**config.mk**
```make
export PLATFORM = sky130hd
export DESIGN_NAME = ascon_fsm_param
export DESIGN_NICKNAME = d
export VERILOG_FILES = /design/src/rtl/ascon_pkg.sv /design/src/rtl/ascon_round_counter.sv /design/src/rtl/ascon_fsm_param.sv
export SDC_FILE = /design/constraint.sdc
export NUM_CORES = 1
export LEC_CHECK = 0
export CAP_MARGIN = 20
export CORE_ASPECT_RATIO = 1.75
export CORE_UTILIZATION = 31
export CTS_CLUSTER_SIZE = 8
export DETAILED_ROUTE_END_ITERATION = 10
export GPL_TIMING_DRIVEN = 0
export PLACE_DENSITY = 0.52
export SKIP_CTS_REPAIR_TIMING = 1
export SLEW_MARGIN = 20
export SYNTH_ARGS = -nofsm -noshare
export SYNTH_HDL_FRONTEND = slang
export SYNTH_HIERARCHICAL = 1
export SYNTH_SLANG_ARGS = --single-unit
```
**constraint.sdc**
```tcl
create_clock -name clock_i -period 4.5 [get_ports clock_i]
set_input_delay 1.35 -clock clock_i [delete_from_list [all_inputs] [get_ports clock_i]]
set_output_delay 1.35 -clock clock_i [all_outputs]
set_load 0.03 [all_outputs]
```
**src/rtl/ascon_pkg.sv**
```systemverilog
// Shared types and round constants for the ASCON-128a control FSM.
// ctrl_t bundles every datapath strobe so that output decoding is a single struct.
package ascon_pkg;

    typedef enum logic [2:0] {
        ST_IDLE,
        ST_INIT,
        ST_AD_WAIT,
        ST_AD_RUN,
        ST_PT_WAIT,
        ST_PT_RUN,
        ST_FINAL,
        ST_DONE
    } state_t;

    localparam int ROUND_W        = 4;
    localparam int ROUND_PA_FIRST = 0;
    localparam int ROUND_LAST     = 11;
    localparam int ROUNDS_B_DEF   = 8;
    localparam int ROUND_PB_FIRST = ROUND_LAST + 1 - ROUNDS_B_DEF;

    typedef struct packed {
        logic ready;
        logic busy;
        logic end_init;
        logic end_assoc;
        logic end_block;
        logic end_done;
        logic cipher_valid;
        logic en_reg_cipher;
        logic en_reg_tag;
        logic input_mode;
        logic en_reg_state;
        logic en_xor_begin_data;
        logic en_xor_begin_key;
        logic bypass_xor_end;
        logic mode_xor_key;
    } ctrl_t;

    // Quiescent strobe set: only the end-XOR bypass is active.
    function automatic ctrl_t ctrl_idle();
        ctrl_t c;
        c = '0;
        c.bypass_xor_end = 1'b1;
        return c;
    endfunction

    function automatic logic [ROUND_W-1:0] pb_first(input int rounds_b);
        return ROUND_W'(ROUND_LAST + 1 - rounds_b);
    endfunction

endpackage

```
**src/rtl/ascon_round_counter.sv**
```systemverilog
// Round index register: loadable start value, saturating increment at ROUND_LAST.
// last_round flags the final pb round; pa end is decoded by the caller.
module ascon_round_counter
    import ascon_pkg::*;
(
    input  logic               clock_s,
    input  logic               reset_s,
    input  logic               load,
    input  logic [ROUND_W-1:0] load_val,
    input  logic               en,
    output logic [ROUND_W-1:0] round,
    output logic               last_round
);

    always_ff @(posedge clock_s or posedge reset_s) begin
        if (reset_s) begin
            round <= '0;
        end else if (load) begin
            round <= load_val;
        end else if (en && (round < ROUND_W'(ROUND_LAST))) begin
            round <= round + ROUND_W'(1);
        end
    end

    assign last_round = (round == ROUND_W'(ROUND_LAST));

endmodule

```
**src/rtl/ascon_fsm_param.sv**
```systemverilog
// ASCON-128a Moore control FSM: INIT(pa) -> AD blocks(pb) -> PT blocks(pb) -> FINAL(pa) -> DONE.
// Data accepted only in *_WAIT via data_valid_i/ready_o; ASCON_ABORT_EN adds abort_i/aborted_o.
module ascon_fsm_param
    import ascon_pkg::*;
#(
    parameter int ROUNDS_A  = 12,
    parameter int ROUNDS_B  = ROUNDS_B_DEF,
    parameter int NB_AD_MAX = 4,
    parameter int NB_PT_MAX = 8
) (
    input  logic                           clock_i,
    input  logic                           reset_i,
`ifdef ASCON_ABORT_EN
    input  logic                           abort_i,
    output logic                           aborted_o,
`endif
    input  logic                           start_i,
    input  logic [$clog2(NB_AD_MAX+1)-1:0] nb_ad_i,
    input  logic [$clog2(NB_PT_MAX+1)-1:0] nb_pt_i,
    input  logic                           data_valid_i,
    output logic [3:0]                     round_o,
    output logic                           ready_o,
    output logic                           busy_o,
    output logic                           end_initialisation_o,
    output logic                           end_associate_o,
    output logic                           end_block_o,
    output logic                           end_o,
    output logic                           cipher_valid_o,
    output logic                           en_reg_cipher_o,
    output logic                           en_reg_tag_o,
    output logic                           input_mode_o,
    output logic                           en_reg_state_o,
    output logic                           en_xor_begin_data_o,
    output logic                           en_xor_begin_key_o,
    output logic                           bypass_xor_end_o,
    output logic                           mode_xor_key_o
);

    localparam int AD_W = $clog2(NB_AD_MAX+1);
    localparam int PT_W = $clog2(NB_PT_MAX+1);
    localparam logic [ROUND_W-1:0] PA_FIRST = ROUND_W'(ROUND_PA_FIRST);
    localparam logic [ROUND_W-1:0] PA_LAST  = ROUND_W'(ROUNDS_A - 1);
    localparam logic [ROUND_W-1:0] PB_FIRST = pb_first(ROUNDS_B);

    state_t            state_q, state_d;
    logic [AD_W-1:0]   nb_ad_q, nb_ad_d, ad_cnt_q, ad_cnt_d;
    logic [PT_W-1:0]   nb_pt_q, nb_pt_d, pt_cnt_q, pt_cnt_d;
    logic              first_q, first_d;
    logic              blk_done_q, blk_done_d;
    logic              rnd_load, rnd_en, pb_last, pa_last, last_ad, last_pt, abort;
    logic [ROUND_W-1:0] rnd_load_val, round;
    ctrl_t             ctrl;

    ascon_round_counter u_round (
        .clock_s    (clock_i),
        .reset_s    (reset_i),
        .load       (rnd_load),
        .load_val   (rnd_load_val),
        .en         (rnd_en),
        .round      (round),
        .last_round (pb_last)
    );

    assign pa_last = (round == PA_LAST);
    assign last_ad = ((ad_cnt_q + AD_W'(1)) == nb_ad_q);
    assign last_pt = ((pt_cnt_q + PT_W'(1)) == nb_pt_q);

`ifdef ASCON_ABORT_EN
    assign abort = abort_i && (state_q != ST_IDLE);
`else
    assign abort = 1'b0;
`endif

    always_ff @(posedge clock_i or posedge reset_i) begin
        if (reset_i) begin
            state_q    <= ST_IDLE;
            nb_ad_q    <= '0;
            nb_pt_q    <= '0;
            ad_cnt_q   <= '0;
            pt_cnt_q   <= '0;
            first_q    <= 1'b0;
            blk_done_q <= 1'b0;
        end else begin
            state_q    <= state_d;
            nb_ad_q    <= nb_ad_d;
            nb_pt_q    <= nb_pt_d;
            ad_cnt_q   <= ad_cnt_d;
            pt_cnt_q   <= pt_cnt_d;
            first_q    <= first_d;
            blk_done_q <= blk_done_d;
        end
    end

    always_comb begin
        state_d      = state_q;
        nb_ad_d      = nb_ad_q;
        nb_pt_d      = nb_pt_q;
        ad_cnt_d     = ad_cnt_q;
        pt_cnt_d     = pt_cnt_q;
        first_d      = 1'b0;
        blk_done_d   = 1'b0;
        rnd_load     = 1'b0;
        rnd_load_val = PA_FIRST;
        rnd_en       = 1'b0;
        case (state_q)
            ST_IDLE: if (start_i) begin
                state_d  = ST_INIT;
                nb_ad_d  = (nb_ad_i > AD_W'(NB_AD_MAX)) ? AD_W'(NB_AD_MAX) : nb_ad_i;
                nb_pt_d  = (nb_pt_i == '0) ? PT_W'(1) :
                           (nb_pt_i > PT_W'(NB_PT_MAX)) ? PT_W'(NB_PT_MAX) : nb_pt_i;
                ad_cnt_d = '0;
                pt_cnt_d = '0;
                rnd_load = 1'b1;
            end
            ST_INIT: begin
                rnd_en = 1'b1;
                if (pa_last) state_d = (nb_ad_q == '0) ? ST_PT_WAIT : ST_AD_WAIT;
            end
            ST_AD_WAIT: if (data_valid_i) begin
                state_d      = ST_AD_RUN;
                rnd_load     = 1'b1;
                rnd_load_val = PB_FIRST;
            end
            ST_AD_RUN: begin
                rnd_en = 1'b1;
                if (pb_last) begin
                    if (ad_cnt_q < nb_ad_q) ad_cnt_d = ad_cnt_q + AD_W'(1);
                    state_d = last_ad ? ST_PT_WAIT : ST_AD_WAIT;
                end
            end
            ST_PT_WAIT: if (data_valid_i) begin
                first_d      = 1'b1;
                rnd_load     = 1'b1;
                state_d      = last_pt ? ST_FINAL : ST_PT_RUN;
                rnd_load_val = last_pt ? PA_FIRST : PB_FIRST;
            end
            // First cycle of PT_RUN/FINAL absorbs data; the round counter holds until it ends.
            ST_PT_RUN: if (!first_q) begin
                rnd_en = 1'b1;
                if (pb_last) begin
                    if (pt_cnt_q < nb_pt_q) pt_cnt_d = pt_cnt_q + PT_W'(1);
                    blk_done_d = 1'b1;
                    state_d    = ST_PT_WAIT;
                end
            end
            ST_FINAL: if (!first_q) begin
                rnd_en = 1'b1;
                if (pa_last) state_d = ST_DONE;
            end
            ST_DONE: begin
                state_d  = ST_IDLE;
                rnd_load = 1'b1;
            end
            default: state_d = ST_IDLE;
        endcase
        if (abort) begin
            state_d      = ST_IDLE;
            rnd_load     = 1'b1;
            rnd_load_val = PA_FIRST;
        end
    end

    always_comb begin
        ctrl = ctrl_idle();
        case (state_q)
            ST_INIT: begin
                ctrl.busy         = 1'b1;
                ctrl.en_reg_state = 1'b1;
                ctrl.input_mode   = (round != PA_FIRST);
                if (pa_last) begin
                    ctrl.bypass_xor_end = 1'b0;
                    ctrl.mode_xor_key   = 1'b1;
                end
            end
            ST_AD_WAIT: begin
                ctrl.busy     = 1'b1;
                ctrl.ready    = 1'b1;
                ctrl.end_init = 1'b1;
            end
            ST_AD_RUN: begin
                ctrl.busy              = 1'b1;
                ctrl.en_reg_state      = 1'b1;
                ctrl.input_mode        = 1'b1;
                ctrl.en_xor_begin_data = (round == PB_FIRST);
                if (pb_last && last_ad) ctrl.bypass_xor_end = 1'b0;
            end
            ST_PT_WAIT: begin
                ctrl.busy      = 1'b1;
                ctrl.ready     = 1'b1;
                ctrl.end_init  = (nb_ad_q == '0);
                ctrl.end_assoc = (nb_ad_q != '0);
                ctrl.end_block = blk_done_q;
            end
            ST_PT_RUN: begin
                ctrl.busy              = 1'b1;
                ctrl.en_reg_state      = 1'b1;
                ctrl.input_mode        = 1'b1;
                ctrl.en_xor_begin_data = first_q;
                ctrl.cipher_valid      = first_q;
                ctrl.en_reg_cipher     = first_q;
            end
            ST_FINAL: begin
                ctrl.busy              = 1'b1;
                ctrl.en_reg_state      = 1'b1;
                ctrl.input_mode        = 1'b1;
                ctrl.en_xor_begin_data = first_q;
                ctrl.en_xor_begin_key  = first_q;
                ctrl.cipher_valid      = first_q;
                if (!first_q && pa_last) begin
                    ctrl.bypass_xor_end = 1'b0;
                    ctrl.mode_xor_key   = 1'b1;
                    ctrl.en_reg_tag     = 1'b1;
                end
            end
            ST_DONE: begin
                ctrl.busy     = 1'b1;
                ctrl.end_done = 1'b1;
            end
            default: ctrl = ctrl_idle();
        endcase
    end

`ifdef ASCON_ABORT_EN
    assign aborted_o = abort;
`endif
    assign en_reg_tag_o         = ctrl.en_reg_tag & ~abort;
    assign en_reg_cipher_o      = ctrl.en_reg_cipher & ~abort;
    assign round_o              = round;
    assign ready_o              = ctrl.ready;
    assign busy_o               = ctrl.busy;
    assign end_initialisation_o = ctrl.end_init;
    assign end_associate_o      = ctrl.end_assoc;
    assign end_block_o          = ctrl.end_block;
    assign end_o                = ctrl.end_done;
    assign cipher_valid_o       = ctrl.cipher_valid;
    assign input_mode_o         = ctrl.input_mode;
    assign en_reg_state_o       = ctrl.en_reg_state;
    assign en_xor_begin_data_o  = ctrl.en_xor_begin_data;
    assign en_xor_begin_key_o   = ctrl.en_xor_begin_key;
    assign bypass_xor_end_o     = ctrl.bypass_xor_end;
    assign mode_xor_key_o       = ctrl.mode_xor_key;

endmodule
```
# --- Word level (Yosys, flattened, before mapping) ---
# Index checks and enable logic that the tools add are counted.
op_classes:
  n_addsub: 3
  multipliers: 0
  div_mod_pow: 0
  magnitude_cmp: 5
  eq_ne: 22
  shifts: 0
  n_mux: 57
  bitwise_logic: 0
  reduce_logical: 21
ops:
  columns: ["cell", "n"]
  rows:
  - ["3-bit 2-to-1 mux", 18]
  - ["4-bit 2-to-1 mux", 8]
  - ["3-bit case mux with 8 select lines", 1]
  - ["2-bit != test, second input constant", 11]
  - ["1-bit 2-to-1 mux", 16]
  - ["3-bit equality test, second input constant", 4]
  - ["3-bit case mux with 2 select lines", 2]
  - ["9-bit AND reduction", 1]
  - ["4-bit by 1-bit adder with 4-bit output, second input constant", 2]
  - ["2-bit 2-to-1 mux", 4]
  - ["1-bit case mux with 2 select lines", 4]
  - ["4-bit case mux with 2 select lines", 1]
  - ["7-bit OR reduction", 1]
  - ["3-bit by 2-bit equality test with 1-bit output, second input constant", 2]
  - ["3-bit logical NOT", 2]
  - ["1-bit case mux with 3 select lines", 2]
  - ["2-bit nonzero test", 3]
  - ["2-bit OR reduction", 3]
  - ["5-bit AND reduction", 1]
  - ["4-bit by 3-bit equality test with 1-bit output, second input constant", 1]
  - ["4-bit equality test", 1]
  - ["4-bit equality test, second input constant", 1]
  - ["4-bit greater-than comparator, second input constant", 1]
  - ["4-bit logical NOT", 1]
  - ["other kinds (15)", 17]
totals:
  reg_bits: 23
  latch_bits: 0
  mem_bits_rw: 0
  romBits: 0
  out_inout_bits: 19
  n_memories: 0

# --- Depth between registers and ports, before layout ---
# Gate-level depths: netlist of run 1.
depth:
  ltp_word: 6
  ltp_mapped: 9
  ltp_nobuf: 9

# --- Cells and area by module ---
# Netlist of run 1, hierarchy kept.
modules_own_cells:
  columns: ["mod", "n_inst", "cells_per_inst", "area_each_um2"]
  rows:
  - ["ascon_fsm_param", 1, 177, 1453.9]
  - ["ascon_round_counter", 1, 25, 249.0]

# --- Least setup slack after synthesis of run 1 ---
# No wires, ideal clock.
synth_timing:
  path_kind: "register to output"
  start: "register state_q[1]"
  end: "output port en_xor_begin_data_o"
  t_arrival_ps: 1882
  required_ps: 3150
  setup_slack_ps: 1268
  stages_incl_launch_ff: 6
  path_buffers: 1
  path_cell_list: "dfrtp_1 > clkbuf_1 > inv_2 > nand2_1 > a211oi_1 > a21o_1"
synth_via:
  elab_chain_len: 3
  elab_cells_between_ends: 5
  classes_between: "3 x eq/ne; 1 x mux; 1 x reduce/logical"
synth_rtl:
  columns: ["element", "line_no", "rtl"]
  rows:
  - ["start, declared", "ascon_fsm_param.sv:45", "state_t state_q, state_d;"]
  - ["start signal, assigned", "ascon_fsm_param.sv:84", "state_q <= state_d;"]
  - ["3-bit equality test", "ascon_fsm_param.sv:165", "case (state_q)"]
  - ["2-bit OR reduction (no line)", null, null]
  - ["1-bit case mux with 2 select lines *", "ascon_fsm_param.sv:165", null]
  - ["end, declared", "ascon_fsm_param.sv:33", "output logic en_xor_begin_data_o,"]
# Every way passes the cells marked *; elsewhere a longest branch is shown, timed or not.

# --- Worst setup path after layout of run 1 ---
layout_timing:
  start: "register state_q[2]"
  end: "output port bypass_xor_end_o"
layout_via:
  elab_chain_len: 2
  elab_cells_between_ends: 4
  classes_between: "3 x eq/ne; 1 x mux"
layout_rtl:
  columns: ["element", "line_no", "rtl"]
  rows:
  - ["3-bit equality test, or another cell as far along", "ascon_fsm_param.sv:165", null]
  - ["1-bit case mux with 3 select lines *", "ascon_fsm_param.sv:165", null]
  - ["end, declared", "ascon_fsm_param.sv:35", "output logic bypass_xor_end_o,"]
# Marked as above.

==> flow_metrics.tcl, run 1 <==
set metrics [dict create \
    ys_types 52 \
    total_power_mw 0.7732 \
    ys.warnings.count 6 \
    grt-ovfl-total 0 \
    ys_seq_elements 23 \
    violations "DRC" \
    wl_per_cell_um 14.90 \
    die_y_um 100.0 \
    hold_violations 0 \
    avgSynthCellArea_um2 8.430 \
    arrival_ns 2.48 \
    mostFrequentLayoutCells "clkdlybuf4s50_1 (29), dfrtp_1 (23), nor2_1 (21)" \
    synth-xor-area-share_pct 5.584 \
    viasPerCell 5.411 \
    tightest_slew_ns 0.7959 \
    fin_nets 259 \
    synth_compound_area_share_pct 21.53 \
    synth_top_family_by_area "simple AND/OR/NAND/NOR gates" \
    numCtsBuffers 3 \
    cts_tree "built" \
    cts_buffer_depth 2 \
    powerDensity_nw_per_um2 365.7 \
    antennaDiodeCount 0 \
    syn_inst 202 \
    cts_sinks 23 \
    fmax_mhz 261.2 \
    synth_fa_ha_area_share_pct 7.348 \
    final_common_cell "clkdlybuf4s50_1" \
    numPortBuffers 29 \
    synth_ff_type "dfrtp_1" \
    clock_skew_ns 0.002949 \
    fin_util_pct 40.24 \
    worst-path-buf-inv 3 \
    route.detailed.drc 3 \
    synth.top_cell.area_share_pct 33.80 \
    finalSetupViolCount 0 \
    report.final.slew_viol_count 0 \
    synth_seq_area_share_pct 33.80 \
    path_max_fanout 10 \
    synth_edf_count 0 \
    first_pass_iters 7 \
    leakage_nw 0.8641 \
    postRouteAntennaNets 0 \
    antenna_found_initial 0 \
    crit_chain "clkbuf_1 -> clkbuf_1 -> o32a_1 -> nor2_1 -> a31oi_1 -> clkdlybuf4s50_1" \
    drv_cap 0 \
    coreArea_um2 5255 \
    start_util_pct 32.40 \
    clkSlewWorstSetupHoldPaths_ns 0.08 \
    htreeDepth 1 \
    crit_type "reg -> out" \
    fin_crit_sh_pct 85.09 \
    timing.critical_path.from_type "flop" \
    slew-limit-headroom_pct 46.88 \
    drt_iter0_drc 56 \
    rsz0062_at_grt "no" \
    grt_pass1_wl_um 7686 \
    grt_pass1_vias 1635 \
    ir_worst_vdd_mv 0.1185 \
    place_congestion 0.8541 \
    clock_tree.root_cell "clkbuf_8" \
    async_flop_share_pct 100.0 \
    status "finished, violations left" \
    min_period_ns 3.829 \
    drt_wl_total_um 4352 \
    crit_slowest_cell "clkdlybuf4s50_1" \
    synthTopCellsByArea "dfrtp_1 (34%), ha_1 (7.3%), nor2_1 (4.6%)" \
    finalSetupTns_ns 0 \
    grt_max_degree 20 \
    netlist_area_um2 1703 \
    hp-class "reg -> reg" \
    critical_path.top_delay_family "buffers and inverters" \
    crit_required_ns 3.15 \
    dieArea_um2 5805 \
    multiInputGateArea_um2 1037 \
    drive_above_1_share_pct 5.485 \
    row_count 35 \
    areaGrowthSynthToFinish_pct 24.17 \
    die_w_um 58.03 \
    endpoint_kind "primary output" \
    fill_cells 566 \
    muxShareOfSynthArea_pct 2.572 \
    synth-simple-area-share_pct 23.22 \
    vias 1580 \
    clock_latency_ns 0.26 \
    grt_usage_pct 17.06 \
    yosys.area.top_type "dfrtp_1" \
    max_stage_delay_ns 0.70 \
    dp_hpwl_um 3448 \
    crit_top_cell "clkbuf_1" \
    seqCellArea_um2 575.6 \
    io_pins 30 \
]
[synthesized netlist by cell type (all sizes together), types with 4 or more instances]
cell    instances
o21ai          12
ha             10
inv            19
nor2           21
dfrtp          23
o31ai           4
nor3            7
nand2          20
xor2            4
xnor2           6
nand2b          7
clkbuf          7
a21oi           5
[through the flow]
stage	instances	instance area, µm²	hold slack (ns)	worst slack [ns]
4_1_cts	292	2115	0.5061	0.6299
2_1_floorplan	204	1710	0.4551	1.268
3_5_place_dp	288	2069	0.4860	0.9369
6_report	292	2115	0.4966	0.6708
5_1_grt	292	2115	0.5311	0.5239
3_3_place_gp	288	2069	0.4828	0.9359
[cell type report]
| cell class | instances | area share (%) |
|---|---|---|
| Buffer | 7 | 1.243 |
| Multi-Input combinational cell | 155 | 49.05 |
| Sequential cell | 23 | 27.22 |
| Timing Repair Buffer | 29 | 13.73 |
| Clock buffer | 4 | 2.130 |
| Inverter | 19 | 3.373 |
| Tap cell | 55 | 3.254 |
[state kept, by name (all words and copies together) (netlist names)]
name           count
first_q            1
u_round/round      4
state_q            3
nb_pt_q            4
pt_cnt_q           4
nb_ad_q            3
ad_cnt_q           3
blk_done_q         1
[worst paths after layout]
path | start | endpoint | slack, ns | cells after the start
worst min register to register | nb_pt_q[0] | nb_pt_q[0] | 0.50 | 2
worst min-delay path | nb_pt_q[0] | nb_pt_q[0] | 0.50 | 2
worst max register to register | u_round/round[1] | pt_cnt_q[0] | 2.10 | 8
min in group asynchronous | reset_i | u_round/round[1] | 1.31 | 2
worst max-delay path | state_q[2] | bypass_xor_end_o | 0.67 | 6
max in group asynchronous | reset_i | state_q[0] | 2.44 | 2
[where the power goes]
group	internal, mW	switching [mW]	leakage (nW)
combinational	0.147	0.226	0.561
clock	0.0632	0.0670	0.0228
sequential	0.228	0.0423	0.281
total	0.438	0.335	0.864
[routing by layer]
layer / share of wire, % / global-route usage (%) / routed length, µm
met3: 3.4 / 1.804 / 150
met1: 39 / 18.88 / 1706
met4: 4.8 / 10.44 / 208
met5: 0 / 0 / 0
met2: 53 / 30.33 / 2286
[cells by family (layout without fill, tap and decap cells)]
kind of cell,after synthesis,in the layout
AOI/OAI and AO/OA,50,50
muxes,4,4
DFF,23,23
other,1,3
and+or+nand+nor,78,78
xor gates and xnor gates,10,10
buffers and inverters,26,59
adders and majority gates,10,10
[worst min-delay path, stage by stage (launching register included)]
cell and delay (ns):
dfrtp_1 0.36, nand2_1 0.05, o31ai_1 0.05
(Power assumes the default switching activity.)
==> inputs of run 2 (changes only) <==
CORE_MARGIN = 8   (was unset)
==> flow_metrics.tcl, run 2 (same netlist as run 1, synthesis figures left out) <==
set metrics [dict create \
    status "complete, no violations" \
    fin_nets 259 \
    final_common_cell "clkdlybuf4s50_1" \
    reg2reg_from "u_round/round[1]" \
    crit_slowest_cell "clkdlybuf4s50_1" \
    finalSetupTns_ns 0 \
    route.detailed.drc 0 \
    max_stage_delay_ns 0.70 \
    power_switching_mw 0.3374 \
    report.final.slew_viol_count 0 \
    antennaDiodeCount 0 \
    dp_hpwl_um 3542 \
    drv_cap 0 \
    hold_slack_ns 0.4936 \
    grt_max_degree 20 \
    drt_iter0_drc 100 \
    coreArea_um2 5299 \
    wl_per_cell_um 14.37 \
    finalSetupViolCount 0 \
    crit_top_cell "clkbuf_1" \
    die_w_um 72.03 \
    p_seq_share_pct 34.9 \
    vias 1590 \
    worst-path-buf-inv 3 \
    powerDensity_nw_per_um2 362.4 \
    die_y_um 114.0 \
    setup.worst_path.start "state_q[2]" \
    hp-class "reg -> reg" \
    p_comb_share_pct 48.2 \
    timing.critical_path.from_type "flop" \
    fin_area_um2 2138 \
    rsz0062_at_grt "no" \
    leakage_nw 0.8641 \
    slew-limit-headroom_pct 47.09 \
    crit_type "reg -> out" \
    first_pass_iters 4 \
    placed_area_um2 2093 \
    drt_wl_total_um 4470 \
    row_count 35 \
    pwr-share-clk_pct 16.9 \
    postRouteAntennaNets 0 \
    min_period_ns 3.842 \
    crit_required_ns 3.15 \
    numPortBuffers 29 \
    fin_crit_sh_pct 85.38 \
    r2r-end "pt_cnt_q[0]" \
    grt_usage_pct 11.45 \
    p_int_mw 0.4376 \
    endpoint "bypass_xor_end_o" \
    place_congestion 0.8242 \
    numCtsBuffers 3 \
    r2r_cells 8 \
    fmax_mhz 260.3 \
    grt-ovfl-total 0 \
    htreeDepth 1 \
    crit_chain "clkbuf_1 -> clkbuf_1 -> o32a_1 -> nor2_1 -> a31oi_1 -> clkdlybuf4s50_1" \
    hold_violations 0 \
    grt_pass1_wl_um 7576 \
    cts_tree "built" \
    clock_latency_ns 0.27 \
    clock_tree.root_cell "clkbuf_8" \
    critical_path.top_delay_family "buffers and inverters" \
    cts_buffer_depth 2 \
    arrival_ns 2.49 \
    clkSlewWorstSetupHoldPaths_ns 0.09 \
    ir_worst_vdd_mv 0.1190 \
    grt_pass1_vias 1592 \
    tightest_slew_ns 0.7936 \
    viasPerCell 5.113 \
    cts_sinks 23 \
    antenna_found_initial 0 \
    clock_skew_ns 0.007372 \
    io_pins 30 \
    path_max_fanout 10 \
    sw_frac_of_total_pct 43.54 \
    mostFrequentLayoutCells "clkdlybuf4s50_1 (29), dfrtp_1 (23), nor2_1 (21)" \
    endpoint_kind "primary output" \
    dieArea_um2 8214 \
    drive_above_1_share_pct 5.485 \
    total_power_mw 0.7750 \
    reg_top3 "nb_pt_q (4), pt_cnt_q (4), u_round/round (4)" \
    rrSetupSlack_ns 2.01 \
    start_util_pct 32.14 \
    cp_num_cells 6 \
    areaGrowthSynthToFinish_pct 25.57 \
]
## run 2: cell counts in the layout (fill, tap and decap cells not counted)
No cell type changed its count.
## run 2: cell type report
cell class | count | area [µm²]
well taps | 74 | 92.59
multi-input cells | 155 | 1037
plain buffers | 7 | 26.28
fillers | 555 | 3161
flip-flops and latches | 23 | 575.6
clock buffers | 4 | 45.04
repair buffers | 29 | 290.3
inverters | 19 | 71.32
## run 2: worst min-delay path by stage
stage | start | cells after the start | to | slack [ns]
floorplan | nb_pt_q[0] | 2 | nb_pt_q[0] | 0.46
global placement | nb_pt_q[0] | 2 | nb_pt_q[0] | 0.48
detailed placement | nb_pt_q[0] | 2 | nb_pt_q[0] | 0.48
CTS | nb_pt_q[0] | 2 | nb_pt_q[0] | 0.50
global route | nb_pt_q[0] | 2 | nb_pt_q[0] | 0.52
finish | nb_pt_q[0] | 2 | nb_pt_q[0] | 0.49
## run 2: per-layer routing
metal	up-vias	wire length [µm]	track usage [%]	part of all wire (%)
met5	-	0	0	0
met4	0	185	7.270	4.1
met3	17	244	2.197	5.5
met2	59	2186	19.74	49
met1	728	1854	12.31	41
li1	786	-	-	-
## run 2: metrics by stage
step / instances / setup WS (ns) / util, %
final: 311 / 0.6578 / 40.35
after global routing: 311 / 0.5628 / 40.35
after CTS: 311 / 0.6468 / 40.35
after detailed placement: 307 / 0.9511 / 39.50
after global placement: 307 / 0.9312 / 39.50
after floorplan: 204 / 1.268 / -
## run 2: power groups by stage
stage | clock (mW) | sequential, mW | combinational (mW)
after floorplan | 0 | 0.297 | 0.216
after detailed placement | 0 | 0.275 | 0.373
after global placement | 0 | 0.274 | 0.372
after CTS | 0.139 | 0.271 | 0.373
after global routing | 0.146 | 0.276 | 0.404
final | 0.131 | 0.270 | 0.373
## run 2: worst reg2reg max path, delay by kind of cell, from the launching register on
family / cells / cell delay, ns
flops: 1 / 0.47
simple gates: 5 / 1.26
compound gates: 2 / 0.40
fa+ha+maj: 1 / 0.26
==> inputs of run 3 (changes only) <==
CORE_MARGIN = 10   (was 8)
SLEW_MARGIN = 10   (was 20)
SYNTH_HIERARCHICAL = unset   (was 1)
==> flow_metrics.tcl, run 3 <==
set metrics [dict create \
    status "complete, no violations" \
    areaGrowthSynthToFinish_pct 24.64 \
    reg2reg_from "u_round.round[1]" \
    synth.top_cell.area_share_pct 34.77 \
    drt_iter0_drc 79 \
    mostFrequentLayoutCells "clkdlybuf4s50_1 (29), dfrtp_1 (23), nor2_1 (20)" \
    die_w_um 75.24 \
    crit_required_ns 3.15 \
    cts_sinks 23 \
    grt_pass1_wl_um 7383 \
    netlist_area_um2 1655 \
    avgSynthCellArea_um2 8.489 \
    async_flop_share_pct 100.0 \
    rrSetupSlack_ns 2.36 \
    antenna_found_initial 0 \
    clock_skew_ns 0.01024 \
    route.detailed.drc 0 \
    crit_type "reg -> out" \
    viasPerCell 5.307 \
    antennaDiodeCount 0 \
    syn_inst 195 \
    row_count 35 \
    reg_top3 "nb_pt_q (4), pt_cnt_q (4), u_round.round (4)" \
    synthMostInstantiatedCell "dfrtp_1" \
    clock_latency_ns 0.27 \
    synth_ff_type "dfrtp_1" \
    io_pins 30 \
    grt_max_degree 24 \
    finalSetupTns_ns 0 \
    coreArea_um2 5211 \
    postRouteAntennaNets 0 \
    synth_common_cells "dfrtp_1 (23), nor2_1 (20), nand2_1 (18)" \
    cts_buffer_depth 2 \
    dieArea_um2 8778 \
    arrival_ns 2.48 \
    min_period_ns 3.831 \
    r2r-end "pt_cnt_q[2]" \
    slew-limit-headroom_pct 39.97 \
    total_power_mw 1.091 \
    start_util_pct 31.76 \
    timing.critical_path.from_type "flop" \
    ys.warnings.count 0 \
    final_cells 283 \
    hold_path_depth 2 \
    ys_seq_elements 23 \
    ir_worst_vdd_mv 0.2035 \
    final_common_cell "clkdlybuf4s50_1" \
    tightest_slew_ns 0.8995 \
    finalSetupViolCount 0 \
    place_congestion 0.7899 \
    hold_violations 0 \
    fin_crit_sh_pct 85.14 \
    cts_tree "built" \
    leakage_nw 0.8685 \
    vias 1502 \
    hp-class "reg -> reg" \
    wl_per_cell_um 15.49 \
    fmax_mhz 261.0 \
    grt_pass1_vias 1593 \
    grt-ovfl-total 0 \
    synth_edf_count 0 \
    numPortBuffers 29 \
    endpoint_kind "primary output" \
    drv_cap 0 \
    grt_usage_pct 10.74 \
    numCtsBuffers 3 \
    hold_path_end "nb_pt_q[0]" \
    dp_hpwl_um 3527 \
    ys_types 46 \
    fin_util_pct 39.59 \
    clkSlewWorstSetupHoldPaths_ns 0.10 \
    use_met1_pct 11.34 \
    path_max_fanout 10 \
    min_from "nb_pt_q[0]" \
    report.final.slew_viol_count 0 \
    htreeDepth 1 \
    use_met3_pct 1.956 \
    grt-busiest-layer "met2" \
    clock_tree.root_cell "clkbuf_8" \
    rsz0062_at_grt "no" \
    drive_above_1_share_pct 6.579 \
    dp_cells 279 \
    synthTopCellsByArea "dfrtp_1 (35%), ha_1 (8.3%), o21ai_0 (4.8%)" \
    synth_seq_area_share_pct 34.77 \
    grt_util_met2_pct 20.06 \
    die_y_um 116.7 \
    powerDensity_nw_per_um2 528.6 \
    first_pass_iters 4 \
    r2r_cells 6 \
    mappedNetlistNets 217 \
    fin_nets 251 \
    drt_wl_total_um 4385 \
    yosys.area.top_type "dfrtp_1" \
]
-- run 3: cell types whose count changed after synthesis, sizes merged, moves of 3 or more --
cell / before / now
a21oi: 5 / 9
buf: 0 / 4
o21ai: 12 / 16
inv: 19 / 15
o2bb2ai: 3 / 0
o31a: 3 / 0
nand2b: 7 / 11
clkbuf: 7 / 2
-- run 3: how the worst max path moves through the flow --
stage,start,endpoint,slack [ns],cells after the start
after floorplan,state_q[2],en_xor_begin_data_o,1.16,4
after global placement,state_q[2],en_xor_begin_data_o,0.94,5
after detailed placement,state_q[2],en_xor_begin_data_o,0.96,5
after CTS,state_q[2],en_xor_begin_data_o,0.65,5
after global routing,state_q[2],en_xor_begin_data_o,0.47,5
final,state_q[2],en_xor_begin_data_o,0.67,5
-- run 3: metal layers --
layer / vias to the layer above / part of all wire (%)
li1: 750 / -
met1: 722 / 39
met2: 26 / 55
met3: 4 / 3.9
met4: 0 / 1.4
met5: - / 0
-- run 3: layout make-up --
cell class	count	area (µm²)
fillers	554	3148
multi-input cells	151	998.5
clock buffers	3	41.29
well taps	55	68.82
clock inverters	1	7.507
flip-flops and latches	23	575.6
plain buffers	6	25.02
repair buffers	29	290.3
inverters	15	56.30
-- run 3: through the flow --
stage	setup WS, ns	cell area [µm²]	hold WS, ns
after global routing	0.4684	2063	0.5659
final	0.6689	2063	0.5134
after floorplan	1.163	1655	0.4551
after global placement	0.9367	2014	0.4978
after detailed placement	0.9556	2014	0.4991
after CTS	0.6455	2063	0.5224
-- run 3: cells by family (layout without fill, tap and decap cells) --
group | count (synthesis) | count (layout) | synth area share [%]
flops | 23 | 23 | 34.77
simple gates | 78 | 78 | 24.64
xor+xnor | 10 | 10 | 6.198
mux | 5 | 5 | 3.250
fa+ha+maj | 11 | 11 | 8.314
buf+inv | 21 | 54 | 4.913
compound gates | 47 | 47 | 17.91
-- run 3: critical path: stages (launching register included) --
cell and delay (ns):
dfrtp_1 0.43, clkbuf_1 0.38, inv_1 0.22, a211oi_1 0.39, a41o_1 0.14, clkdlybuf4s50_1 0.67
-- run 3: where the power goes --
part	internal, mW	leakage (nW)	switching (mW)	total [mW]
registers	0.259	0.304	0.0596	0.319
clock network	0.0627	0.0217	0.0734	0.136
logic	0.260	0.542	0.376	0.636
